--- src/rtl/alu_cond_writeback_stage.sv ---
// ALU writeback stage: evaluates the ARM condition against the committed NZCV
// register, optionally commits new flags, and queues results in a 2-entry skid buffer.
module alu_cond_writeback_stage #(
    parameter int BITS = 32
) (
    input  logic            clk_i,
    input  logic            rst_ni,
    input  logic            in_valid_i,
    output logic            in_ready_o,
    input  logic [BITS-1:0] result_i,
    input  logic [3:0]      flags_i,
    input  logic [3:0]      cond_i,
    input  logic            set_flags_i,
    input  logic            we_req_i,
    input  logic [3:0]      dst_i,
    output logic            out_valid_o,
    input  logic            out_ready_i,
    output logic [BITS-1:0] out_data_o,
    output logic [3:0]      out_dst_o,
    output logic            out_we_o,
    output logic [3:0]      nzcv_o
);
    localparam int DEPTH = 2;
    localparam int EW    = BITS + 5;

    logic [EW-1:0] mem_q [DEPTH];
    logic [EW-1:0] mem_d [DEPTH];
    logic [EW-1:0] head_q, head_d;
    logic [1:0]    count_q, count_d;
    logic          wr_ptr_q, wr_ptr_d;
    logic          rd_ptr_q, rd_ptr_d;
    logic [3:0]    nzcv_q, nzcv_d;
    logic          full, push, pop, pass;

    // Flag bit order: [0]=N [1]=Z [2]=C [3]=V. Odd codes invert their even partner.
    function automatic logic cond_pass(input logic [3:0] cond, input logic [3:0] f);
        logic n, z, c, v, base;
        n = f[0];
        z = f[1];
        c = f[2];
        v = f[3];
        case (cond[3:1])
            3'd0:    base = z;
            3'd1:    base = c;
            3'd2:    base = n;
            3'd3:    base = v;
            3'd4:    base = c & ~z;
            3'd5:    base = (n == v);
            3'd6:    base = ~z & (n == v);
            default: base = 1'b1;
        endcase
        return (cond == 4'hF) ? 1'b0 : (base ^ cond[0]);
    endfunction

    always_comb begin
        full     = (count_q == 2'(DEPTH));
        push     = in_valid_i & ~full;
        pop      = (count_q != 2'd0) & out_ready_i;
        pass     = cond_pass(cond_i, nzcv_q);
        mem_d    = mem_q;
        wr_ptr_d = wr_ptr_q ^ push;
        rd_ptr_d = rd_ptr_q ^ pop;
        count_d  = count_q;
        nzcv_d   = nzcv_q;
        head_d   = head_q;
        if (push) begin
            mem_d[wr_ptr_q] = {result_i, dst_i, we_req_i & pass};
        end
        case ({push, pop})
            2'b10:   count_d = count_q + 2'd1;
            2'b01:   count_d = count_q - 2'd1;
            default: count_d = count_q;
        endcase
        if (push && pass && set_flags_i) begin
            nzcv_d = flags_i;
        end
        // Output word is re-registered so OUT_* hold their last value once empty.
        if (count_d != 2'd0) begin
            head_d = mem_d[rd_ptr_d];
        end
    end

    always_ff @(posedge clk_i or negedge rst_ni) begin
        if (!rst_ni) begin
            for (int i = 0; i < DEPTH; i++) begin
                mem_q[i] <= '0;
            end
            head_q   <= '0;
            count_q  <= 2'd0;
            wr_ptr_q <= 1'b0;
            rd_ptr_q <= 1'b0;
            nzcv_q   <= 4'b0000;
        end else begin
            mem_q    <= mem_d;
            head_q   <= head_d;
            count_q  <= count_d;
            wr_ptr_q <= wr_ptr_d;
            rd_ptr_q <= rd_ptr_d;
            nzcv_q   <= nzcv_d;
        end
    end

    assign in_ready_o  = (count_q != 2'(DEPTH));
    assign out_valid_o = (count_q != 2'd0);
    assign out_data_o  = head_q[EW-1:5];
    assign out_dst_o   = head_q[4:1];
    assign out_we_o    = head_q[0];
    assign nzcv_o      = nzcv_q;

endmodule

--- config.mk ---
export PLATFORM = sky130hd
export DESIGN_NAME = alu_cond_writeback_stage
export DESIGN_NICKNAME = d
export VERILOG_FILES = /design/src/rtl/alu_cond_writeback_stage.sv
export SDC_FILE = /design/constraint.sdc
export NUM_CORES = 1
export LEC_CHECK = 0
export BUFFER_PORTS_ARGS = -buffer_cell sky130_fd_sc_hd__buf_2
export CORE_MARGIN = 2
export CORE_UTILIZATION = 34
export DETAILED_ROUTE_END_ITERATION = 7
export PLACE_DENSITY_LB_ADDON = 0.3
export SLEW_MARGIN = 0
export SYNTH_ARGS = -nofsm -noshare
export SYNTH_HDL_FRONTEND = slang
export SYNTH_SLANG_ARGS = --single-unit
export TNS_END_PERCENT = 20
--- constraint.sdc ---
create_clock -name clk_i -period 4.2 [get_ports clk_i]
set_input_delay 0.63 -clock clk_i [delete_from_list [all_inputs] [get_ports clk_i]]
set_output_delay 0.63 -clock clk_i [all_outputs]
set_load 0.03 [all_outputs]
* After elaboration in Yosys (flattened, before gate mapping)
Cells that the tools add are included.
** Operators by class
- Bitwise logic cells :: 12
- Eq/ne operators :: 12
- Mux-type cells :: 10
- Reduce and logical (&&, ||, !) cells :: 6
- Order comparisons :: 3
- Add/sub/neg operators :: 2
** Operators with widths (number)
- $mux 37 :: 4
- $bwmux 74 :: 1
- $mux 74 :: 1
- $demux 37 s1 :: 1
- $eq 3x3->1 const B :: 3
- $pmux 1 s7 :: 1
- $eq 3x2->1 const B :: 2
- $and 1x1->1 :: 5
- $eq 2x2->1 const B :: 2
- $eq 4x4->1 const B :: 1
- $ge 2x2->1 const B :: 2
- $not 1->2 :: 2
- $pmux 2 s2 :: 1
- $reduce_bool 2->1 :: 2
- $eq 3x1->1 const B :: 1
- $logic_and 1x1->1 :: 3
- $logic_not 3->1 :: 1
- $xor 1x1->1 :: 3
- $add 2x1->2 const B :: 1
- $eq 2x1->1 const B :: 1
- $lt 2x1->1 const B :: 1
- $ne 2x2->1 const B :: 1
- $not 1->1 :: 2
- $sub 2x1->2 const B :: 1
- 2 further kinds :: 2
** Storage, ports and cells
- Output and inout port bits :: 43
- Flip-flop bits (word level) :: 119
- Input bits :: 50
- Word-level logic and storage cells :: 52

* Depth between registers and ports, before layout
Gate-level depths: netlist (run 1).
- Depth after elaboration :: 11
- Gate-level depth with buffers :: 12
- Gate-level depth less buffers :: 10

* Worst setup path before layout (run 1)
No wires, ideal clock.
- Path kind :: register to register
- Start point :: register count_q[0]
- End point :: register head_q[16]
- Path buffers :: 2
- Setup time :: 119 ps
- Period minus slack after synthesis :: 2427 ps
- Arrival time :: 2308 ps
- Slack :: 1773 ps
- Stages on the path, launching flop included :: 12
- Required time :: 4081 ps
- Cell sequence :: dfrtp_1 or2_1 nand2_1 inv_1 ha_1 xnor2_1 nor2_1 xor2_1 or2_2 buf_2 clkbuf_1 o21a_1
** Between the ends
- Elaborated cells on any way between the ends :: 17
** RTL lines
- from (decl) :: RTL line 29 : logic [1:0] count_q, count_d;
- from (signal assigned) :: RTL line 96 : count_q <= count_d;
- $reduce_bool 2->1 (*)
- named net out_valid_o :: RTL line 16 : output logic out_valid_o,
- $and 1x1->1 (*) :: RTL line 58 : pop = (count_q != 2'd0) & out_ready_i;
- $eq 2x1->1 or $eq 2x2->1 (tied branches) :: RTL line 69 : case ({push, pop})
- $pmux 2 s2 (*) :: RTL line 69
- named net count_d[1] :: RTL line 29
- $reduce_bool 2->1 (*) :: RTL line 78 : if (count_d != 2'd0) begin
- to (signal assigned) :: RTL line 88 : head_q <= '0;
- to (signal assigned) :: RTL line 95 : head_q <= head_d;
- to (decl) :: RTL line 28 : logic [EW-1:0] head_q, head_d;
The timed path passes the listed nets; every way through them passes the cells marked *. The select of a mux whose other input is x is not followed.
A chain may end at the register's enable or synchronous reset.

* Worst setup path after layout (run 1)
- Start point :: register count_q[0]
- End point :: register head_q[22]
** Between the ends
- Elaborated cells on any way between the ends :: 17
** RTL lines
- $eq 2x2->1 :: RTL line 56 : full = (count_q == 2'(DEPTH));
- $not 1->1 :: RTL line 57 : push = in_valid_i & ~full;
- $and 1x1->1 :: RTL line 57
- $eq 2x1->1 or $eq 2x2->1 (tied branches) :: RTL line 69
- $pmux 2 s2 (*) :: RTL line 69
- named net count_d[1] :: RTL line 29
- $reduce_bool 2->1 (*) :: RTL line 78
Marked as above.

==> results of run 1 <==
worst register-to-register path, stage by stage (launching register included):
cell and delay [ns]:
dfrtp_1 0.42, or2_1 0.27, nand2_1 0.13, inv_1 0.06
ha_1 0.32, nor2_1 0.14, xor2_1 0.17, or2_2 0.59
buf_4 0.46, nand2_1 0.13, o21a_1 0.12
Yosys cell counts (3+ instances only):
master,count,area (sq um)
dfrtp_1,119,2978
nand2_1,43,161.4
mux2_2,37,416.7
o21a_1,37,277.8
mux2i_1,36,360.4
mux2_4,35,525.5
buf_2,11,55.05
buf_6,5,56.30
nor2_1,5,18.77
inv_1,4,15.01
mux2_1,4,45.04
xor2_1,3,26.28
path summary, 6_finish.rpt:
kind / cells past startpoint / startpoint / to
setup / recovery: 10 / count_q[0]$_DFF_PN0_ / head_q[22]$_DFFE_PN0P_
hold / removal: 1 / rst_ni / head_q[30]$_DFFE_PN0P_
setup reg to reg: 10 / count_q[0]$_DFF_PN0_ / head_q[22]$_DFFE_PN0P_
hold reg to reg: 1 / head_q[9]$_DFFE_PN0P_ / head_q[9]$_DFFE_PN0P_
max in group asynchronous: 2 / rst_ni / mem_q[6]$_DFF_PN0_
min in group clk_i: 2 / flags_i[0] / nzcv_o[0]$_DFFE_PN0P_
flip-flops by register name (all words and copies together) (netlist names):
register / count
head_q: 37
rd_ptr_q: 1
count_q: 2
mem_q: 74
wr_ptr_q: 1
nzcv_o: 4
logic make-up after synthesis:
| family | Yosys count | share of synthesized area |
|---|---|---|
| flip-flops | 119 | 0.5803 |
| multiplexers | 113 | 0.2670 |
| AND/OR/NAND/NOR | 56 | 0.04584 |
| AO/OA/AOI/OAI | 44 | 0.06438 |
| buffers and inverters | 25 | 0.02828 |
| XOR/XNOR | 6 | 0.01171 |
| adder cells (fa/ha/maj) | 1 | 0.002438 |
power by group through the flow:
stage	Clock (mW)	Sequential [mW]	Combinational, mW
after floorplan	0	2.39	2.16
after global placement	0	2.02	3.10
after detailed placement	0	2.05	3.20
after CTS	1.58	2.04	3.21
after global routing	1.64	2.09	3.44
final	1.54	2.03	3.14
metrics by stage:
stage / setup slack (ns) / hold slack [ns] / instance area, sq um / std cells / utilization
2_1_floorplan: 1.773 / 0.3344 / 5131 / 364 / -
3_3_place_gp: 1.255 / 0.4666 / 5746 / 624 / 0.3923
3_5_place_dp: 1.149 / 0.4750 / 5746 / 624 / 0.3923
4_1_cts: 1.219 / 0.3064 / 6370 / 654 / 0.4350
5_1_grt: 1.016 / 0.3462 / 6370 / 654 / 0.4350
6_report: 1.281 / 0.2919 / 6372 / 655 / 0.4352
layer usage:
layer,up-vias,wire (microns),global-route usage
li1,1448,-,-
met1,1593,4740,0.1668
met2,68,5037,0.2214
met3,19,521,0.04471
met4,0,193,0.06206
met5,-,0,0
final cells by class:
type,count,share of cell area
inverters,5,0.002945
repair buffers,96,0.07932
well taps,184,0.03613
multi-input cells,220,0.3159
flip-flops and latches,119,0.4673
diodes,1,0.0003927
clock inverters,10,0.02788
clock buffers,20,0.07010
cells in the final DEF, fill, tap and decap left out:
cell and instances:
ha_1 1, mux2_2 37, buf_4 4, clkbuf_1 2, o21ai_0 2, nand2_2 1, buf_2 91, xnor2_1 2
xor2_1 3, xor2_2 1, clkinv_2 4, inv_1 4, clkinvlp_4 1, a31o_1 1, nand3_1 1, mux2_4 35
buf_12 1, nand2_1 43, nor2_1 5, a21oi_1 1, dfrtp_1 119, mux2i_1 36, diode_2 1, inv_2 1
mux4_2 1, nand2b_2 1, a221o_1 2, or2_2 2, bufinv_16 5, mux2_1 4, clkbuf_8 1, nand3_2 1
clkbuf_16 17, and4_4 1, o2111ai_1 1, o21a_1 37, or2_1 1
==> flow_metrics.py, run 1 <==
metrics = {
    "floorplan": {
        "rows": 44,
        "fp.dieW_microns": 126.9,
        "core-area_sq_mm": 0.01464,
        "die_h_microns": 126.9,
        "io_pins": 93,
        "start_util": 0.3504,
        "die_area_sq_mm": 0.01609,
    },
    "route": {
        "via_per_inst": 4.776,
        "wl_microns": 10490,
        "vias": 3128,
        "drt_pre_antenna_iters": 4,
        "drc": 0,
        "ant_nets": 0,
        "wl_per_cell_microns": 16.02,
        "drt_iter0_drc": 94,
    },
    "setup_path": {
        "cp_max_fo": 39,
        "slowest_stage": "or2_2",
        "cp.required_ns": 4.50,
        "path_cells": "or2_1, nand2_1, inv_1, ha_1, nor2_1, xor2_1, or2_2, buf_4, nand2_1, o21a_1",
        "startpoint_type": "flop",
        "slowest_delay_ns": 0.59,
        "critical_path_buf_inv_count": 2,
        "path_delay_family": "simple AND/OR/NAND/NOR gates",
        "worstSetupEndpointType": "flop",
        "ff2ff_setup_slack_ns": 1.28,
        "arrival_ns": 3.22,
        "critPathKind": "reg2reg",
        "cpMostUsedCell": "nand2_1",
    },
    "power_and_ir_drop": {
        "clkPwrFrac": 0.230,
        "irDropWorstVdd_mv": 0.4783,
        "power_density_mw_per_mm2": 1052,
        "p_leak_nw": 3.102,
        "total_power_mw": 6.704,
        "comb_power_share": 0.468,
        "internal_power_mw": 4.265,
        "sequentialPowerShare": 0.302,
        "p_sw_mw": 2.439,
        "swShare": 0.3638,
    },
    "clock_network": {
        "numClockSinks": 119,
        "cts_root_buf": "clkbuf_16",
        "cts_tree": "done",
        "cts_made_buffers": 17,
        "cts_resized": 0,
        "clk_latency_ns": 0.41,
        "cts_setup_buffers": 0,
        "cts.clk_slew.worst_paths_ns": 0.05,
        "cts_buffer_depth": 2,
        "htree_levels": 4,
        "ctsHoldBuffers": 0,
    },
    "sta": {
        "max_freq_ghz": 0.3426,
        "relSlewSlack": 0.2209,
        "clock_skew_ns": 0.005820,
        "finalMaxSlewViolations": 0,
        "period_minus_slack_ns": 2.919,
        "setup_violations": 0,
        "final_hold_viol_count": 0,
        "grt_setup_unrepaired": "false",
        "worstMarginPinSlew_ns": 1.167,
        "setup_tns_ns": 0,
        "post-route-period-util": 0.6950,
    },
    "global_routing": {
        "grt_max_degree": 63,
        "track_usage": 0.1368,
        "grt_pass1_vias": 3358,
        "overflow": 0,
        "antenna_found_initial": 1,
        "grt_pass1_wl_microns": 17020,
    },
    "job": {
        "cap_violations": 0,
    },
    "synthesis": {
        "synth_cell_types": 30,
        "syn_nets": 415,
        "synth-seq-cells": 119,
        "ys.flop_type": "dfrtp_1",
        "synth_warnings": 0,
        "syn_inst": 364,
        "yosysSeqAreaShare": 0.5803,
        "synth_edf_count": 0,
        "mappedNetlistArea_sq_mm": 0.005131,
        "avgSynthCellArea_sq_um": 14.10,
        "async_reset_ff_frac": 1.000,
    },
    "placement": {
        "dpl.hpwl_microns": 6720,
        "portBuffers": 92,
        "gp_congestion": 0.7309,
    },
    "final_layout": {
        "final_nets": 510,
        "drive_gt1_frac": 0.4362,
        "areaGrowthSynthToFinish_pct": 24.19,
        "regArea_sq_mm": 0.002978,
        "nFillCells": 1400,
        "multi_input_area_sq_mm": 0.002013,
    },
    "min_path": {
        "min_path_type": "in2async",
    },
    "run_status": {
        "status": "finished, final reports clean",
    },
}
(Power assumes the default switching activity.)
==> inputs of run 2 (changes only) <==
==> constraint.sdc (replaced) <==
create_clock -name clk_i -period 3 [get_ports clk_i]
set_input_delay 0.45 -clock clk_i [delete_from_list [all_inputs] [get_ports clk_i]]
set_output_delay 0.45 -clock clk_i [all_outputs]
set_load 0.03 [all_outputs]
==> run 2 against run 1 <==
  * Clock skew grew 0.00072 ns
  * Power grew 39%
  * Cell count grew 0.15%
  * Die area is the same
  * Global-route usage grew 0.94 points
  * Sequential share of layout area shrank 0.073 points
  * Via count grew 0.96%
  * Worst hold slack lost 0.14 ns
  * Flip-flop and latch count is the same
  * Largest cell class unchanged
  * Largest power group unchanged
==> flow_metrics.py, run 2 (synthesized netlist as in run 1, its figures left out) <==
metrics = {
    "run_status": {
        "status": "finished, final reports clean",
    },
    "sta": {
        "finalMaxSlewViolations": 0,
        "final_hold_viol_count": 0,
        "period_minus_slack_ns": 2.445,
        "finalWorstSetupSlack_ns": 0.5552,
        "grt_setup_unrepaired": "false",
        "setup_violations": 0,
        "relSlewSlack": 0.4144,
        "setup_tns_ns": 0,
        "clock_skew_ns": 0.006539,
        "post-route-period-util": 0.8149,
        "max_freq_ghz": 0.4090,
        "worstMarginPinSlew_ns": 0.8784,
    },
    "global_routing": {
        "grt_pass1_wl_microns": 18100,
        "overflow": 0,
        "track_usage": 0.1461,
        "grt_max_degree": 69,
        "antenna_found_initial": 2,
        "grt_pass1_vias": 3464,
    },
    "setup_path": {
        "reg2reg_to": "head_q[17]$_DFFE_PN0P_",
        "cp_max_fo": 44,
        "path_delay_family": "simple AND/OR/NAND/NOR gates",
        "worstSetupEndpointType": "flop",
        "startpoint_type": "flop",
        "critical_path_buf_inv_count": 2,
        "cp.required_ns": 3.30,
        "timing.rr.start": "count_q[0]$_DFF_PN0_",
        "arrival_ns": 2.74,
        "path_cells": "or2_1, nand2_1, inv_1, ha_1, nor2_1, xor2_1, or2_2, buf_4, nand2_1, o21a_1",
        "ff2ff_setup_slack_ns": 0.56,
        "cpMostUsedCell": "nand2_1",
        "cp.depth": 10,
        "r2r_cells": 10,
        "cp-endpoint": "head_q[17]$_DFFE_PN0P_",
        "critPathKind": "reg2reg",
        "slowest_delay_ns": 0.42,
        "slowest_stage": "dfrtp_1",
        "critPathLaunch": "count_q[0]$_DFF_PN0_",
    },
    "floorplan": {
        "fp.dieW_microns": 126.9,
        "die_h_microns": 126.9,
        "rows": 44,
        "core-area_sq_mm": 0.01464,
        "io_pins": 93,
        "die_area_sq_mm": 0.01609,
        "start_util": 0.3504,
    },
    "power_and_ir_drop": {
        "irDropWorstVdd_mv": 0.7802,
        "p_leak_nw": 3.110,
        "power_density_mw_per_mm2": 1456,
    },
    "placement": {
        "gp_congestion": 0.7162,
        "dp_cells": 627,
        "post_dp_cell_area_sq_mm": 0.005818,
        "dpl.hpwl_microns": 6963,
        "portBuffers": 92,
        "dp_slack_ns": 0.5347,
    },
    "route": {
        "wl_per_cell_microns": 16.50,
        "vias": 3158,
        "drt_iter0_drc": 123,
        "via_per_inst": 4.814,
        "drt_pre_antenna_iters": 4,
        "drc": 0,
        "wl_microns": 10820,
        "ant_nets": 0,
    },
    "clock_network": {
        "numClockSinks": 119,
        "cts.clk_slew.worst_paths_ns": 0.05,
        "clk_latency_ns": 0.41,
        "cts_root_buf": "clkbuf_16",
        "cts_made_buffers": 17,
        "htree_levels": 4,
        "cts_resized": 0,
        "cts_buffer_depth": 2,
        "cts_tree": "done",
        "cts_setup_buffers": 0,
        "ctsHoldBuffers": 0,
    },
    "final_layout": {
        "drive_gt1_frac": 0.4352,
        "layout_common_cells": "119 x dfrtp_1, 91 x buf_2, 43 x nand2_1, 37 x o21a_1, 37 x mux2_2",
        "final_nets": 513,
        "final_common_cell": "dfrtp_1",
        "largest_reg_flops": 74,
        "layout.cells.non_filler": 656,
        "areaGrowthSynthToFinish_pct": 24.38,
        "stdcell_area_sq_mm": 0.006382,
        "top_register": "mem_q",
    },
    "job": {
        "cap_violations": 0,
    },
    "min_path": {
        "min_path_type": "in2async",
    },
}
## run 2: cell count changes in the layout (fill, tap and decap cells not counted), sizes merged
cell	change
clkbuf	+4
buf	+3
bufinv	-3
clkinv	-2
clkinvlp	-1
## run 2: metrics by stage
| stage | power (mW) | utilization | hold WS (ns) |
|---|---|---|---|
| final | 9.291 | 0.4358 | 0.1526 |
| after CTS | 9.433 | 0.4357 | 0.1826 |
| after floorplan | 6.362 | - | 0.1544 |
| after detailed placement | 7.434 | 0.3973 | 0.4752 |
| after global routing | 10.00 | 0.4357 | 0.2218 |
| after global placement | 7.255 | 0.3973 | 0.4670 |
## run 2: routing by layer
metal | global-route usage | vias to the layer above | share of wire
met2 | 0.2369 | 75 | 0.47
met5 | 0 | - | 0.0010
li1 | - | 1462 | -
met3 | 0.06158 | 20 | 0.061
met4 | 0.05753 | 2 | 0.019
met1 | 0.1727 | 1599 | 0.44
## run 2: report_power, final
| part | internal, mW | switching (mW) | total (mW) | leakage (nW) |
|---|---|---|---|---|
| sequential | 2.49 | 0.332 | 2.82 | 1.40 |
| clock | 1.29 | 0.652 | 1.94 | 0.278 |
| combinational | 2.07 | 2.45 | 4.53 | 1.44 |
## run 2: worst min-delay path by stage
stage / end / depth (start not counted) / from / slack [ns]
after floorplan: count_q[0]$_DFF_PN0_ / 0 / rst_ni / 0.15
after global placement: head_q[10]$_DFFE_PN0P_ / 1 / head_q[10]$_DFFE_PN0P_ / 0.47
after detailed placement: head_q[24]$_DFFE_PN0P_ / 1 / head_q[24]$_DFFE_PN0P_ / 0.48
after CTS: mem_q[66]$_DFF_PN0_ / 1 / rst_ni / 0.18
after global routing: head_q[24]$_DFFE_PN0P_ / 1 / rst_ni / 0.22
final: mem_q[66]$_DFF_PN0_ / 1 / rst_ni / 0.15
## run 2: area by class of cell
cell class / count / area [sq um]
well taps: 184 / 230.2
inverters: 5 / 18.77
multi-input cells: 220 / 2013
clock inverters: 4 / 70.07
diodes: 1 / 2.502
flip-flops and latches: 119 / 2978
clock buffers: 24 / 491.7
repair buffers: 99 / 578.1
fillers: 1351 / 8262
